File: src/rtl/tricolor_pkg.sv
// Shared types for the tricolor comparator: one-hot result encoding and helpers.
package tricolor_pkg;

  typedef enum logic [2:0] {
    NONE  = 3'b000,
    BLUE  = 3'b001,
    GREEN = 3'b010,
    RED   = 3'b100
  } color_t;

  typedef struct packed {
    logic gt;
    logic eq;
    logic lt;
  } cmp_res_t;

  // Priority order only matters if the comparator ever broke one-hotness.
  function automatic color_t to_color(input cmp_res_t r);
    if (r.gt)      return RED;
    else if (r.lt) return BLUE;
    else if (r.eq) return GREEN;
    else           return NONE;
  endfunction

  // {red, green, blue}
  function automatic logic [2:0] color_bits(input color_t c);
    return {c == RED, c == GREEN, c == BLUE};
  endfunction

endpackage

File: src/rtl/tricolor_cmp.sv
// Combinational magnitude compare: MSB-first cascade, sign bits flipped for signed mode.
module tricolor_cmp
  import tricolor_pkg::*;
#(
  parameter int WIDTH      = 2,
  parameter bit SIGNED_CMP = 1'b0
) (
  input  logic [WIDTH-1:0] a,
  input  logic [WIDTH-1:0] b,
  output logic             gt,
  output logic             eq,
  output logic             lt
);

  logic [WIDTH-1:0] ax, bx;
  logic             g, l;

  always_comb begin
    ax = a;
    bx = b;
    // Flipping the sign bit maps two's-complement order onto unsigned order.
    if (SIGNED_CMP) begin
      ax[WIDTH-1] = ~a[WIDTH-1];
      bx[WIDTH-1] = ~b[WIDTH-1];
    end
    g = 1'b0;
    l = 1'b0;
    for (int i = WIDTH - 1; i >= 0; i--) begin
      if (!g && !l) begin
        g = ax[i] & ~bx[i];
        l = ~ax[i] & bx[i];
      end
    end
    gt = g;
    lt = l;
    eq = (a == b);
    assert ($onehot({gt, eq, lt}));
  end

endmodule

File: src/rtl/tricolor.sv
// Registered comparator: one-hot red (a>b) / green (a==b) / blue (a<b), 1-cycle latency.
module tricolor
  import tricolor_pkg::*;
#(
  parameter int WIDTH      = 2,
  parameter bit SIGNED_CMP = 1'b0
) (
  input  logic             clk,
  input  logic             rst,
  input  logic [WIDTH-1:0] a,
  input  logic [WIDTH-1:0] b,
  output logic             red,
  output logic             green,
  output logic             blue
);

  cmp_res_t res;
  color_t   col_d, col_q;

  tricolor_cmp #(
    .WIDTH      (WIDTH),
    .SIGNED_CMP (SIGNED_CMP)
  ) u_cmp (
    .a  (a),
    .b  (b),
    .gt (res.gt),
    .eq (res.eq),
    .lt (res.lt)
  );

  assign col_d = to_color(res);

  always_ff @(posedge clk) begin
    if (rst) col_q <= NONE;
    else     col_q <= col_d;
  end

  assign {red, green, blue} = color_bits(col_q);

  // Any edge sampled out of reset must have loaded a one-hot result.
  assert property (@(posedge clk) !rst |=> $onehot({red, green, blue}));

endmodule

File: config.mk
export PLATFORM = sky130hd
export DESIGN_NAME = tricolor
export DESIGN_NICKNAME = d
export VERILOG_FILES = /design/src/rtl/tricolor_pkg.sv /design/src/rtl/tricolor_cmp.sv /design/src/rtl/tricolor.sv
export SDC_FILE = /design/constraint.sdc
export NUM_CORES = 1
export LEC_CHECK = 0
export CORE_AREA = 2 2 39 41
export DETAILED_ROUTE_END_ITERATION = 6
export DIE_AREA = 0 0 41 43
export PLACE_DENSITY_LB_ADDON = 0.2
export SYNTH_ARGS = -nofsm -noshare
export SYNTH_HDL_FRONTEND = slang
export SYNTH_HIERARCHICAL = 1
export SYNTH_SLANG_ARGS = --single-unit
File: constraint.sdc
create_clock -name clk -period 2.4 [get_ports clk]
set_input_delay 0.48 -clock clk [delete_from_list [all_inputs] [get_ports clk]]
set_output_delay 0.48 -clock clk [all_outputs]
set_load 0.1 [all_outputs]
==> run metrics <==
transition time at the pin with the least slew margin 0.280 ns; max-cap violation count 0; net switching fraction of the power 30.0%; iteration-0 DRC count of the detailed router 1; type of the setup path with the least slack input pin to flip-flop; initial cell density of the core 15.0%; Remaining Overflow, GRT 0; total routing usage reported by global routing 5.31%; area grow syn2layout 57.2%; total of endpoints with negative setup slack in the final report 0; highest achievable clock rate 0.555 GHz; cell-internal power 0.137 mW; hold buffer count at CTS 0; DIE HEIGHT 43 um; post-detailed-routing wire length 385 um; clock sinks 3; Post-Synthesis Cells 20; flip-flop and latch count after synthesis 3; total number of H-tree levels 1; global-route wire length before repair 607 um; P_sw 0.0588 mW; antenna viol nets, final 0; sum of negative setup slack 0 ns; Hold Path Stages 2; cell area after synthesis 208 sq um; arrival time of data at the critical path endpoint 1.94 ns; most common library cell in the layout ignoring fill and taps clkdlybuf4s50_1; die extent in x 41 um; placeable core area 0.00138 sq mm; number of global-route vias before repair 169; portion of the clock cycle consumed by the worst path in the final layout 75.1%; post-cts gate resize count 0; maximum root-to-sink buffer count 2; commonest non-fill, non-tap cells in the layout 5 x clkdlybuf4s50_1, 4 x nor3b_1, 4 x inv_1, 4 x ha_1; largest driver fanout on the critical path 3; Layout Cell Area excl Fill 327 sq um; portion of total power attributed to the clock network 44.2%; fraction of final layout cells with drive strength greater than 1 31.3%; Final Total Pwr 0.196 mW; number of iterations in the first detailed-routing pass 2; Startpoint Class input pin; leakage 0.156 nW; register with the most flip-flops col_q; Via density 3.67; number of I/O port buffers 8; number of nets in the final layout 43; maximum number of pins on one net before global-route repair 4; post-synth cell types 8; Power per Cell Area 600 mW/mm^2; total CTS buffers 3; cell area reported after detailed placement 300 sq um; result of the run complete, no violations; Hold Violations, Final 0; logic gate share of total power 27.6%; maximum ir drop on the vdd rail 0.000104 V; DR vias 176; clock-pin slew on the worst setup and hold paths 0.03 ns; IO Pins 9; Synth Area per Inst 10.4 sq um; startpoint of the worst hold path rst; root buffer selected by CTS clkbuf_4; wire per inst 8.02 um; part of the Yosys area used for sequential elements 28.9%; post-layout min period 1.80 ns; largest registers col_q x3; placer congestion estimate 0.569; data required time at the worst endpoint 2.54 ns; destination of the worst hold path col_q[1]$_SDFF_PP0_; DRC Markers 0; critical path capture point type flip-flop; Inserted Diodes 0; Final Slew Violations 0; die area 0.00176 sq mm; CTS tree built; worst min-delay path category input pin to flip-flop; unrepaired setup endpoints after global routing false; Row Count 14; number of warnings printed during yosys synthesis 6; register share of total power 28.2%; Slew HR 81.5%; post-synthesis net count 30; flip-flop count of the largest register after layout 3; initial antenna violation count 0; Post-CTS Setup Repair Bufs 0; final-layout worst hold slack 0.879 ns
cell families after synthesis:
logic type | after synthesis | synth area share (%)
adder cells (fa/ha/maj) | 4 | 24.1
multiplexers | 2 | 10.8
flip-flops | 3 | 28.9
AND/OR/NAND/NOR | 7 | 28.9
buffers and inverters | 4 | 7.23
metrics by stage:
stage	util (%)	instances	setup slack, ns
after floorplan	-	20	-0.603
after global placement	21.7	44	0.349
after detailed placement	21.7	44	0.365
after CTS	23.6	48	0.604
after global routing	23.6	48	0.554
final	23.6	48	0.598
per-layer routing:
metal | vias up | wire (um) | GRT usage (%)
li1 | 91 | - | -
met1 | 76 | 189 | 6.05
met2 | 9 | 158 | 7.81
met3 | 0 | 37 | 1.57
met4 | 0 | 0 | 4.00
met5 | - | 0 | 0
worst max-delay path, cell delays in order:
cell and delay [ns]:
clkdlybuf4s50_1 0.48, inv_1 0.05, ha_1 0.32, mux2_2 0.36, nor4b_2 0.26
power groups by stage:
| stage | combinational (mW) | sequential [mW] | clock [mW] |
|---|---|---|---|
| floorplan | 0.0372 | 0.0553 | 0 |
| global placement | 0.0539 | 0.0554 | 0 |
| detailed placement | 0.0539 | 0.0558 | 0 |
| CTS | 0.0544 | 0.0552 | 0.0929 |
| global route | 0.0585 | 0.0554 | 0.0959 |
| finish | 0.0541 | 0.0553 | 0.0865 |
cell type report:
cell class / instances / area, sq um
inverters: 4 / 15.0
clock buffers: 4 / 26.3
repair buffers: 8 / 72.6
multi-input cells: 13 / 133
flip-flops and latches: 3 / 60.1
well taps: 16 / 20.0
fillers: 156 / 1060
Yosys cell counts:
| cell type | instances | share of area, % |
|---|---|---|
| nor3b_1 | 4 | 14 |
| ha_1 | 4 | 24 |
| and2_2 | 1 | 3.6 |
| dfxtp_1 | 3 | 29 |
| mux2_2 | 2 | 11 |
| inv_1 | 4 | 7.2 |
| nor4b_2 | 1 | 7.2 |
| and2b_1 | 1 | 3.6 |
how the worst max path moves through the flow:
stage,from,end,slack (ns),depth (start not counted)
after floorplan,col_q[1]$_SDFF_PP0_,green,-0.60,1
after global placement,a[1],col_q[1]$_SDFF_PP0_,0.35,5
after detailed placement,a[1],col_q[1]$_SDFF_PP0_,0.36,5
after CTS,a[1],col_q[1]$_SDFF_PP0_,0.60,5
after global routing,a[1],col_q[1]$_SDFF_PP0_,0.55,5
final,a[1],col_q[1]$_SDFF_PP0_,0.60,5
(Power assumes the default switching activity.)
